===== src/rtl/hdmi_fb_fetch.sv =====
// Framebuffer fetch engine: reads packed 24-bit pixels over pipelined Wishbone
// and unpacks 32-bit words into the write side of the HDMI pixel FIFO.
module hdmi_fb_fetch #(
    parameter int H_PIXELS        = 640,
    parameter int V_LINES         = 480,
    parameter int MAX_OUTSTANDING = 4
) (
    input  logic        clk_i,
    input  logic        rstn_i,
    input  logic        enable_i,
    input  logic        frame_start_i,
    input  logic [31:0] base_addr_i,
    output logic        wb_cyc_o,
    output logic        wb_stb_o,
    output logic        wb_we_o,
    output logic [31:0] wb_addr_o,
    output logic [3:0]  wb_sel_o,
    input  logic [31:0] wb_data_i,
    input  logic        wb_ack_i,
    input  logic        wb_stall_i,
    input  logic        wb_err_i,
    output logic        fifo_wr_o,
    output logic [23:0] fifo_wdata_o,
    input  logic        fifo_full_i,
    output logic        busy_o,
    output logic        frame_done_o,
    output logic        err_o
);
    localparam int NPIX   = H_PIXELS * V_LINES;
    localparam int NWORDS = NPIX * 3 / 4;
    localparam int RW     = ($clog2(NWORDS) > 18) ? $clog2(NWORDS) : 18;
    localparam int PXW    = ($clog2(NPIX) > 19) ? $clog2(NPIX) : 19;
    localparam int CW     = $clog2(MAX_OUTSTANDING + 1);
    localparam int PW     = (MAX_OUTSTANDING > 1) ? $clog2(MAX_OUTSTANDING) : 1;

    typedef enum logic [1:0] {IDLE, FETCH, DRAIN} state_e;

    state_e          state_q, state_d;
    logic [31:0]     addr_q, addr_d;
    logic [RW-1:0]   req_cnt_q, req_cnt_d;
    logic [PXW-1:0]  pix_cnt_q, pix_cnt_d;
    logic [CW-1:0]   outst_q, outst_d, buf_cnt_q, buf_cnt_d;
    logic [PW-1:0]   wr_ptr_q, wr_ptr_d, rd_ptr_q, rd_ptr_d;
    logic [31:0]     buf_q [MAX_OUTSTANDING];
    logic [31:0]     buf_d [MAX_OUTSTANDING];
    logic [47:0]     acc_q, acc_d, acc_mid;
    logic [2:0]      r_q, r_d, r_mid;
    logic            fifo_wr_q, fifo_wr_d, frame_done_q, frame_done_d, err_q, err_d;
    logic [23:0]     fifo_wdata_q, fifo_wdata_d;
    logic            busy, stb, start, abort, accept, ack, emit, absorb, last_req;

    function automatic logic [PW-1:0] ptr_inc(input logic [PW-1:0] p);
        return (p == PW'(MAX_OUTSTANDING - 1)) ? '0 : p + 1'b1;
    endfunction

    always_ff @(posedge clk_i or negedge rstn_i) begin
        if (!rstn_i) state_q <= IDLE;
        else         state_q <= state_d;
    end

    always_comb begin
        state_d = state_q;
        unique case (state_q)
            IDLE:    if (start) state_d = FETCH;
            FETCH:   if (abort) state_d = IDLE;
                     else if (accept && last_req) state_d = DRAIN;
            DRAIN:   if (abort || frame_done_q) state_d = IDLE;
            default: state_d = IDLE;
        endcase
    end

    // Budget counts words in flight plus words already buffered, so an ack can
    // always be stored and the buffer never overflows.
    always_comb begin
        busy     = (state_q != IDLE);
        stb      = (state_q == FETCH) &&
                   (({1'b0, outst_q} + {1'b0, buf_cnt_q}) < (CW+1)'(MAX_OUTSTANDING));
        start    = (state_q == IDLE) && frame_start_i && enable_i;
        abort    = busy && (wb_err_i || !enable_i);
        accept   = stb && !wb_stall_i;
        ack      = busy && wb_ack_i && (outst_q != '0);
        emit     = busy && !abort && (r_q >= 3'd3) && !fifo_full_i;
        last_req = (req_cnt_q == RW'(NWORDS - 1));
        wb_stb_o = stb;
        wb_cyc_o = stb || (outst_q != '0);
        busy_o   = busy;
    end

    always_comb begin
        addr_d       = addr_q;
        req_cnt_d    = req_cnt_q;
        pix_cnt_d    = pix_cnt_q;
        outst_d      = outst_q;
        buf_cnt_d    = buf_cnt_q;
        wr_ptr_d     = wr_ptr_q;
        rd_ptr_d     = rd_ptr_q;
        buf_d        = buf_q;
        acc_d        = acc_q;
        r_d          = r_q;
        err_d        = err_q;
        fifo_wr_d    = 1'b0;
        frame_done_d = 1'b0;
        fifo_wdata_d = fifo_wdata_q;
        r_mid        = r_q;
        acc_mid      = acc_q;
        absorb       = 1'b0;
        if (start) begin
            addr_d    = base_addr_i;
            req_cnt_d = '0;
            pix_cnt_d = '0;
            err_d     = 1'b0;
            outst_d   = '0;
            buf_cnt_d = '0;
            wr_ptr_d  = '0;
            rd_ptr_d  = '0;
            acc_d     = '0;
            r_d       = '0;
        end else if (abort) begin
            if (wb_err_i) err_d = 1'b1;
            outst_d   = '0;
            buf_cnt_d = '0;
            wr_ptr_d  = '0;
            rd_ptr_d  = '0;
            acc_d     = '0;
            r_d       = '0;
        end else if (busy) begin
            if (accept) begin
                addr_d    = addr_q + 32'd4;
                req_cnt_d = req_cnt_q + 1'b1;
            end
            if (ack) begin
                buf_d[wr_ptr_q] = wb_data_i;
                wr_ptr_d        = ptr_inc(wr_ptr_q);
            end
            if (emit) begin
                fifo_wr_d    = 1'b1;
                fifo_wdata_d = acc_q[23:0];
                frame_done_d = (pix_cnt_q == PXW'(NPIX - 1));
                pix_cnt_d    = pix_cnt_q + 1'b1;
                r_mid        = r_q - 3'd3;
                acc_mid      = acc_q >> 24;
            end
            // Absorb after the emit shift so both can happen in one cycle.
            absorb = (buf_cnt_q != '0) && (r_mid <= 3'd2);
            acc_d  = acc_mid;
            r_d    = r_mid;
            if (absorb) begin
                acc_d    = acc_mid | ({16'h0, buf_q[rd_ptr_q]} << {r_mid, 3'b000});
                r_d      = r_mid + 3'd4;
                rd_ptr_d = ptr_inc(rd_ptr_q);
            end
            outst_d   = outst_q + CW'(accept) - CW'(ack);
            buf_cnt_d = buf_cnt_q + CW'(ack) - CW'(absorb);
        end
    end

    always_ff @(posedge clk_i or negedge rstn_i) begin
        if (!rstn_i) begin
            addr_q       <= '0;
            req_cnt_q    <= '0;
            pix_cnt_q    <= '0;
            outst_q      <= '0;
            buf_cnt_q    <= '0;
            wr_ptr_q     <= '0;
            rd_ptr_q     <= '0;
            for (int i = 0; i < MAX_OUTSTANDING; i++) buf_q[i] <= '0;
            acc_q        <= '0;
            r_q          <= '0;
            err_q        <= 1'b0;
            fifo_wr_q    <= 1'b0;
            frame_done_q <= 1'b0;
            fifo_wdata_q <= '0;
        end else begin
            addr_q       <= addr_d;
            req_cnt_q    <= req_cnt_d;
            pix_cnt_q    <= pix_cnt_d;
            outst_q      <= outst_d;
            buf_cnt_q    <= buf_cnt_d;
            wr_ptr_q     <= wr_ptr_d;
            rd_ptr_q     <= rd_ptr_d;
            buf_q        <= buf_d;
            acc_q        <= acc_d;
            r_q          <= r_d;
            err_q        <= err_d;
            fifo_wr_q    <= fifo_wr_d;
            frame_done_q <= frame_done_d;
            fifo_wdata_q <= fifo_wdata_d;
        end
    end

    assign wb_we_o      = 1'b0;
    assign wb_sel_o     = 4'hF;
    assign wb_addr_o    = addr_q;
    assign fifo_wr_o    = fifo_wr_q;
    assign fifo_wdata_o = fifo_wdata_q;
    assign frame_done_o = frame_done_q;
    assign err_o        = err_q;
endmodule


===== config.mk =====
export PLATFORM = sky130hd
export DESIGN_NAME = hdmi_fb_fetch
export DESIGN_NICKNAME = d
export VERILOG_FILES = /design/src/rtl/hdmi_fb_fetch.sv
export SDC_FILE = /design/constraint.sdc
export NUM_CORES = 1
export LEC_CHECK = 0
export CORE_MARGIN = 4
export CORE_UTILIZATION = 33
export CTS_CLUSTER_DIAMETER = 60
export CTS_CLUSTER_SIZE = 30
export DETAILED_ROUTE_END_ITERATION = 10
export GPL_TIMING_DRIVEN = 0
export PLACE_DENSITY_LB_ADDON = 0.25
export SYNTH_ARGS = -nofsm -noshare
export SYNTH_HDL_FRONTEND = slang
export SYNTH_SLANG_ARGS = --single-unit

===== constraint.sdc =====
create_clock -name clk_i -period 3.9 [get_ports clk_i]
set_input_delay 0.975 -clock clk_i [delete_from_list [all_inputs] [get_ports clk_i]]
set_output_delay 0.975 -clock clk_i [all_outputs]
set_load 0.005 [all_outputs]

* Word level (Yosys, flattened, before mapping)
Index checks and enable logic that the tools add are counted.
** Operators by class
- Multiplexer cells :: 66
- $add $sub $neg :: 12
- Bitwise operators :: 5
- Equal/unequal tests :: 10
- Magnitude comparators :: 6
- Reduce and logical (&&, ||, !) cells :: 40
- Shifts and indexed selects :: 1
** Operators with widths (count)
- 48-bit 2-to-1 mux :: 8
- 32-bit 2-to-1 mux :: 7
- 128-bit bitwise mux :: 1
- 19-bit 2-to-1 mux :: 4
- 18-bit 2-to-1 mux :: 4
- 32-bit binary-select mux with 2-bit select :: 1
- 32-bit demux with 2-bit select :: 1
- 48-bit bitwise OR :: 1
- 32-bit by 6-bit left shift with 48-bit output :: 1
- 3-bit 2-to-1 mux :: 14
- 32-bit by 3-bit adder with 32-bit output, second input constant :: 1
- 2-bit 2-to-1 mux :: 14
- 19-bit by 1-bit adder with 19-bit output, second input constant :: 1
- 19-bit == test, second input constant :: 1
- 18-bit by 1-bit adder with 18-bit output, second input constant :: 1
- 18-bit == test, second input constant :: 1
- 3-bit nonzero test :: 5
- 1-bit logical AND :: 13
- 2-bit nonzero test :: 6
- 1-bit 2-to-1 mux :: 11
- 3-bit AND reduction :: 3
- 4-bit AND reduction :: 2
- 3-bit by 1-bit adder with 3-bit output :: 2
- 2-bit == test, second input constant :: 3
- 20 further kinds :: 34
** Word-level totals
- Register bits :: 287
- Output and inout port bits :: 67
- Word-level logic and storage cells :: 158

* Logic depth before layout (Yosys ltp)
Gate-level depths: netlist of run 1.
- Depth after elaboration :: 17
- Mapped depth :: 14
- Mapped depth without buffers :: 13

* Worst setup path after synthesis of run 1
OpenSTA, ideal clock, no wires.
- Kind :: input -> register
- Start :: in fifo_full_i
- End :: reg buf_cnt_q[2]
- Setup time :: 0.127 ns
- Cell stages on the path :: 12
- Data required time :: 3.773 ns
- Setup slack :: 0.359 ns
- Data arrival time :: 3.414 ns
- Cells stage by stage :: or3b_2 buf_2 nor4_2 nand4b_1 xnor2_1 ha_1 inv_1 fa_1 xor2_1 o21ai_0 nand2_1 o21ai_0
** On the way
- Cells in the longest elaborated chain, start to end :: 12
** Ends and longest elaborated chain
- from (decl) :: RTL line 24 : input logic fifo_full_i,
- 1-bit zero test :: RTL line 82 : emit = busy && !abort && (r_q >= 3'd3) && !fifo_full_i;
- 1-bit logical AND :: RTL line 82
- 3-bit 2-to-1 mux :: RTL line 135 : if (emit) begin
- 3-bit 2-to-1 mux :: RTL line 126 : end else if (busy) begin
- 3-bit 2-to-1 mux :: RTL line 118 : end else if (abort) begin
- 3-bit 2-to-1 mux :: RTL line 107 : if (start) begin
- 3-bit by 2-bit <= comparator with 1-bit output :: RTL line 144 : absorb = (buf_cnt_q != '0) && (r_mid <= 3'd2);
- 1-bit logical AND :: RTL line 144
- 3-bit by 1-bit subtractor with 3-bit output :: RTL line 153 : buf_cnt_d = buf_cnt_q + CW'(ack) - CW'(absorb);
- 3-bit 2-to-1 mux :: RTL line 126
- 3-bit 2-to-1 mux :: RTL line 118
- 3-bit 2-to-1 mux :: RTL line 107
- to (signal assigned) :: RTL line 178 : buf_cnt_q <= buf_cnt_d;
- to (decl) :: RTL line 42 : logic [CW-1:0] outst_q, outst_d, buf_cnt_q, buf_cnt_d;
No other way between the ends. The select of a mux whose other input is x is not followed.
A chain may end at the register's enable or synchronous reset.

* Worst setup path in the final report of run 1
- Start :: reg outst_q[2]
- End :: out wb_stb_o
** On the way
- Cells in the longest elaborated chain, start to end :: 3
** Ends and longest elaborated chain
- from (decl) :: RTL line 42
- from (signal assigned) :: RTL line 177 : outst_q <= outst_d;
- 3-bit by 3-bit adder with 4-bit output :: RTL line 77 : (({1'b0, outst_q} + {1'b0, buf_cnt_q}) < (CW+1)'(MAX_OUTSTANDING));
- 4-bit by 3-bit less-than comparator with 1-bit output :: RTL line 77
- 1-bit logical AND :: RTL line 76 : stb = (state_q == FETCH) &&
- to (decl) :: RTL line 14 : output logic wb_stb_o,
No other way between the ends.

==> impl_metrics.env, run 1 <==
export IMPL_run_status="finished, final reports clean"
export IMPL_setup_violations=0
export IMPL_clock_root_buffer="clkbuf_16"
export IMPL_drive_gt1_frac=0.195
export IMPL_rsz0062_at_grt="yes"
export IMPL_hold_class="in -> async"
export IMPL_clk_pin_slew_ns=0.06
export IMPL_slew_viol_final=0
export IMPL_nets=1444
export IMPL_clock_skew_ns=0.0114
export IMPL_path_cells="ha_1 > or4b_4 > nor3_1 > clkdlybuf4s50_1"
export IMPL_synth_seq_cells=287
export IMPL_synth_area_leader_cell="dfrtp_1"
export IMPL_coreArea_sq_mm=0.0419
export IMPL_numCtsBuffers=28
export IMPL_dieHeight_um=214
export IMPL_synth_distinct_cells=61
export IMPL_cp_depth=4
export IMPL_drt_iter0_drc=667
export IMPL_grt_max_degree=126
export IMPL_numPortBuffers=133
export IMPL_required_ns=2.92
export IMPL_async_flop_share=1.00
export IMPL_relSlewSlack=0.0488
export IMPL_cts_tree="built"
export IMPL_critical_path_top_delay_family="simple AND/OR/NAND/NOR gates"
export IMPL_num_fill_cells=4004
export IMPL_powerDensity_mw_per_mm2=396
export IMPL_hold_ws_ns=0.358
export IMPL_h_tree_depth=1
export IMPL_worstRegToRegCells=10
export IMPL_reg2reg_to="acc_q[5]"
export IMPL_max_stage_delay_ns=0.57
export IMPL_grtUsageMet2=0.268
export IMPL_dp_hpwl_um=27900
export IMPL_p_leak_nw=7.25
export IMPL_yosys_warnings=0
export IMPL_use_met1=0.236
export IMPL_yosysTopAreaCellShare=0.514
export IMPL_overflow=0
export IMPL_grt_busiest_layer="met2"
export IMPL_boundaryPins=139
export IMPL_syn_avg_cell_area_sq_um=11.8
export IMPL_r2r_start="r_q[2]"
export IMPL_fin_crit_sh=0.954
export IMPL_max_cap_violations=0
export IMPL_place_gp_congestion=0.885
export IMPL_grt_first_pass_wirelength_um=60800
export IMPL_clock_path_buffers=3
export IMPL_wl_per_cell_um=20.0
export IMPL_path_class="reg -> out"
export IMPL_use_met3=0.0257
export IMPL_synth_edf_count=0
export IMPL_insertion_delay_ns=0.57
export IMPL_vias=10200
export IMPL_cts_sinks=287
export IMPL_min_period_ns=3.72
export IMPL_seq_area_frac_synth=0.514
export IMPL_row_count=75
export IMPL_grt_usage=0.167
export IMPL_hold_viol_final=0
export IMPL_cp_max_fo=4
export IMPL_synth_ff_type="dfrtp_1"
export IMPL_reg2reg_setup_slack_ns=0.56
export IMPL_antenna_found_initial=0
export IMPL_area_growth_pct=22.6
export IMPL_synthCells=1186
export IMPL_drtPass1Iterations=5
export IMPL_die_w_um=214
export IMPL_first_global_vias=10400
export IMPL_finalPower_mw=6.78
export IMPL_worst_slew_pin_slew_ns=1.41
export IMPL_routed_wl_um=38300
export IMPL_cp_start_kind="flop"
export IMPL_cp_num_buf_inv=1
export IMPL_initial_core_util=0.334
export IMPL_arrival_ns=2.75
export IMPL_die_area_sq_mm=0.0457
export IMPL_drc=0
export IMPL_critPathCaptureType="primary output"
export IMPL_vdd_drop_max_mv=0.239
export IMPL_ant_nets=0
export IMPL_antenna_cells=0
export IMPL_synth_top_cells_by_area="dfrtp_1 51%, mux2_2 14%, mux4_2 3.9%, o21ai_0 2.5%, nand2_1 2.4%"
export IMPL_vias_per_cell=5.31
export IMPL_fmax_mhz=269
export IMPL_synthesis_area_sq_mm=0.0140
export IMPL_critPathSlowestCell="or4b_4"
==> registers in the layout (all words and copies together), names as in the netlist, 2 cells and up <==
name / cells
wb_addr_o: 32
state_q: 2
pix_cnt_q: 19
outst_q: 3
acc_q: 48
req_cnt_q: 18
fifo_wdata_o: 24
buf_q: 128
r_q: 3
rd_ptr_q: 2
wr_ptr_q: 2
buf_cnt_q: 3
==> cell families (layout without fill, tap and decap cells) <==
logic type               after synthesis  in the layout  synth area share
buffers and inverters                 96            284            0.0275
other                                  2              5          0.000538
adder cells (fa/ha/maj)               17             17            0.0163
XOR/XNOR                              52             52            0.0326
multiplexers                         220            220             0.194
AO/OA/AOI/OAI                        208            208            0.0990
flip-flops                           287            287             0.514
AND/OR/NAND/NOR                      304            304             0.115
==> stage by stage <==
| step | instances | util | setup slack [ns] | TNS [ns] | area (sq um) |
|---|---|---|---|---|---|
| 3_5_place_dp | 1863 | 0.383 | -0.654 | -14.14 | 16000 |
| 4_1_cts | 1915 | 0.409 | 0.153 | 0 | 17100 |
| 6_report | 1916 | 0.409 | 0.179 | 0 | 17100 |
| 3_3_place_gp | 1861 | 0.382 | -10.81 | -3099.81 | 16000 |
| 2_1_floorplan | 1189 | - | 0.359 | 0 | 14000 |
| 5_1_grt | 1916 | 0.409 | -0.0289 | -0.0289 | 17100 |
==> power by group <==
part           internal, mW  total (mW)  switching [mW]
combinational         0.272       0.568           0.296
sequential             3.05        3.13          0.0784
clock                  1.78        3.08            1.30
total                  5.10        6.78            1.68
==> synth_stat cells (17+ instances only) <==
library cell  number
a21oi_1           20
mux4_2            24
nand3_1           29
nor2_1            45
o211ai_1          17
a22oi_1           32
mux2_2           169
clkbuf_1          48
buf_1             17
inv_1             20
nand4_1           33
and2_1            19
nor3_1            23
nand2_1           88
o21ai_0           69
xnor2_1           21
dfrtp_1          287
xor2_1            31
mux2i_1           27
==> timing repair <==
item                                    in CTS  in global routing
endpoints found under the setup margin       1                 12
pin swaps                                    0                  2
hold buffers                                 0                  0
setup buffers                                0                  1
hold endpoints to repair                     0                  0
gates resized for setup                      1                  4
==> per-layer routing <==
metal / vias to the layer above / share of wire / wire length (um)
met3: 70 / 0.046 / 1750
li1: 4721 / - / -
met5: - / 0 / 0
met2: 249 / 0.47 / 17900
met4: 0 / 0.031 / 1200
met1: 5143 / 0.45 / 17400
==> final cells by class <==
class                      instances  area (sq um)  area share
multi-input combinational        806          6420       0.375
clock inverter                    18           289      0.0169
inverter                          22          82.6     0.00482
tap                              539           674      0.0394
clock buffer                      34           764      0.0447
buffer                            74           303      0.0177
timing repair buffer             136          1400      0.0817
sequential                       287          7180       0.420
==> worst max-delay path by stage <==
| stage | from | to |
|---|---|---|
| after floorplan | fifo_full_i | buf_cnt_q[2] |
| after global placement | rstn_i | buf_q[84] |
| after detailed placement | enable_i | buf_cnt_q[2] |
| after CTS | enable_i | acc_q[14] |
| after global routing | enable_i | acc_q[14] |
| final | outst_q[2] | wb_stb_o |
==> layout by cell type, fill, tap and decap left out, types with 6 or more instances in the layout <==
| cell type | n |
|---|---|
| ha_1 | 15 |
| o211ai_1 | 17 |
| o21a_1 | 9 |
| nor2_1 | 45 |
| nor4_1 | 12 |
| buf_1 | 17 |
| nor3_1 | 23 |
| inv_1 | 20 |
| and2_1 | 19 |
| buf_4 | 6 |
| clkbuf_16 | 29 |
| a21oi_1 | 20 |
| nand4_1 | 33 |
| o221ai_1 | 8 |
| clkbuf_1 | 50 |
| mux2i_1 | 27 |
| xnor2_1 | 21 |
| mux2_2 | 169 |
| nand3_1 | 29 |
| nand2_1 | 88 |
| mux4_2 | 24 |
| o21ai_0 | 68 |
| dfrtp_1 | 287 |
| xor2_1 | 31 |
| a22oi_1 | 32 |
| a31oi_1 | 15 |
| clkdlybuf4s50_1 | 132 |
| a221o_1 | 8 |
| or3_1 | 9 |
| a32oi_1 | 8 |
| and3_1 | 13 |
Note: power is estimated with default switching activity, not from simulation.
==> inputs of run 2 (changes only) <==
--- a/config.mk
+++ b/config.mk
@@ -5,9 +5,7 @@
 export SDC_FILE = /design/constraint.sdc
 export NUM_CORES = 1
 export LEC_CHECK = 0
-export CORE_MARGIN = 4
 export CORE_UTILIZATION = 33
-export CTS_CLUSTER_DIAMETER = 60
 export CTS_CLUSTER_SIZE = 30
 export DETAILED_ROUTE_END_ITERATION = 10
 export GPL_TIMING_DRIVEN = 0
==> run 2 against run 1 <==
  * Hold slack better by 0.0013 ns
  * Register-to-register slack worse by 0.09 ns
  * First-iteration DRC count shrank 8.2%
  * Global-route usage rose by 0.92 points
  * Critical endpoint is now acc_q[13]
  * Routed wire length is 1.9% lower
  * Fmax down 1.6%
  * Critical path type is now in -> reg
  * Core utilization increased by 1.0 points
  * Largest cell class unchanged
  * Count of clock-buffer cells in the layout grew 16
  * Sequential share of layout area is 0.47 points lower
  * Die area shrank 5.5%
==> impl_metrics.env, run 2 (synthesis results as in run 1) <==
export IMPL_drtPass1Iterations=7
export IMPL_dp_hpwl_um=27200
export IMPL_stdcell_count=1918
export IMPL_insertion_delay_ns=0.52
export IMPL_clock_skew_ns=0.0180
export IMPL_dieHeight_um=208
export IMPL_nets=1451
export IMPL_max_cap_violations=0
export IMPL_grt_usage=0.176
export IMPL_antenna_found_initial=0
export IMPL_drt_iter0_drc=612
export IMPL_drive_gt1_frac=0.198
export IMPL_slew_viol_final=0
export IMPL_die_area_sq_mm=0.0431
export IMPL_worstRegToRegCells=10
export IMPL_grt_max_degree=123
export IMPL_final_common_cell="dfrtp_1"
export IMPL_overflow=0
export IMPL_initial_core_util=0.338
export IMPL_fin_crit_sh=0.969
export IMPL_vdd_drop_max_mv=0.256
export IMPL_setup_violations=0
export IMPL_cp_max_fo=10
export IMPL_routed_wl_um=37500
export IMPL_die_w_um=208
export IMPL_largest_reg_flops=128
export IMPL_tns_ns=0
export IMPL_first_global_vias=10400
export IMPL_clock_root_buffer="clkbuf_16"
export IMPL_numPortBuffers=133
export IMPL_min_period_ns=3.78
export IMPL_run_status="finished, final reports clean"
export IMPL_placed_cells=1856
export IMPL_worst_slew_pin_slew_ns=1.22
export IMPL_coreArea_sq_mm=0.0413
export IMPL_vias_per_cell=5.33
export IMPL_numCtsBuffers=34
export IMPL_place_gp_congestion=0.886
export IMPL_boundaryPins=139
export IMPL_cp_start_kind="input port"
export IMPL_drc=0
export IMPL_largest_register="buf_q"
export IMPL_layout_common_cells="287 x dfrtp_1, 169 x mux2_2, 132 x clkdlybuf4s50_1, 88 x nand2_1, 69 x o21ai_0"
export IMPL_row_count=74
export IMPL_cts_tree="built"
export IMPL_path_class="in -> reg"
export IMPL_finalPower_mw=7.18
export IMPL_rsz0062_at_grt="no"
export IMPL_h_tree_depth=2
export IMPL_area_growth_pct=24.0
export IMPL_cts_sinks=287
export IMPL_p_leak_nw=7.35
export IMPL_fmax_mhz=265
export IMPL_relSlewSlack=0.182
export IMPL_hold_class="in -> async"
export IMPL_wl_per_cell_um=19.6
export IMPL_vias=10200
export IMPL_critPathCaptureType="flop"
export IMPL_powerDensity_mw_per_mm2=415
export IMPL_required_ns=4.31
export IMPL_arrival_ns=4.19
export IMPL_clock_path_buffers=3
export IMPL_clk_pin_slew_ns=0.06
export IMPL_hold_viol_final=0
export IMPL_cts_hold_buffers=0
export IMPL_ant_nets=0
export IMPL_grt_first_pass_wirelength_um=60400
## run 2: per-stage QoR
stage	area [sq um]	worst slack [ns]	util	hold slack, ns
after floorplan	14000	0.359	-	0.450
after global placement	16000	-10.73	0.387	0.462
after detailed placement	16000	-0.631	0.388	0.471
after CTS	17300	0.133	0.418	0.371
after global routing	17300	0.0175	0.419	0.374
final	17300	0.120	0.419	0.359
## run 2: repair_timing
| item | 4_1_cts | 5_1_grt |
|---|---|---|
| setup endpoints to repair | 1 | 1 |
| buffers inserted | 0 | 2 |
| resized for setup | 1 | 1 |
| pin swaps | 0 | 2 |
## run 2: worst max-delay path, stage by stage
cell,delay [ns]
clkdlybuf4s50_1,0.60
nor2b_1,0.46
nand2_1,0.37
o21ai_0,0.62
clkbuf_1,0.44
clkbuf_1,0.47
a22oi_1,0.12
o21ai_0,0.13
## run 2: layout make-up
class                           count  area (sq um)
Antenna cell                        1          2.50
Clock inverter                      9           195
Multi-Input combinational cell    806          6430
Buffer                             74           302
Sequential cell                   287          7180
Tap cell                          532           666
Clock buffer                       50          1040
Timing Repair Buffer              137          1410
Fill cell                        3881         24000
Inverter                           22          82.6
## run 2: where the power goes
| group | switching, mW | leakage, nW | total, mW | internal (mW) |
|---|---|---|---|---|
| clock | 1.23 | 0.610 | 3.48 | 2.25 |
| combinational | 0.295 | 2.80 | 0.566 | 0.271 |
| sequential | 0.0778 | 3.95 | 3.13 | 3.05 |
| total | 1.61 | 7.35 | 7.18 | 5.57 |
## run 2: per-layer routing
metal / vias up / track usage / part of all wire
met5: - / 0 / 0
met4: 0 / 0.0516 / 0.026
met3: 71 / 0.0298 / 0.046
met2: 267 / 0.282 / 0.46
met1: 5145 / 0.244 / 0.46
li1: 4742 / - / -
## run 2: path summary, 6_finish.rpt
kind / from / endpoint / slack (ns)
max: enable_i / acc_q[13] / 0.12
min: rstn_i / wb_addr_o[28] / 0.36
max reg2reg: r_q[2] / acc_q[3] / 0.47
min reg2reg: acc_q[46] / acc_q[46] / 0.48
max in group asynchronous: rstn_i / buf_q[108] / 2.54
min in group clk_i: acc_q[46] / acc_q[46] / 0.48
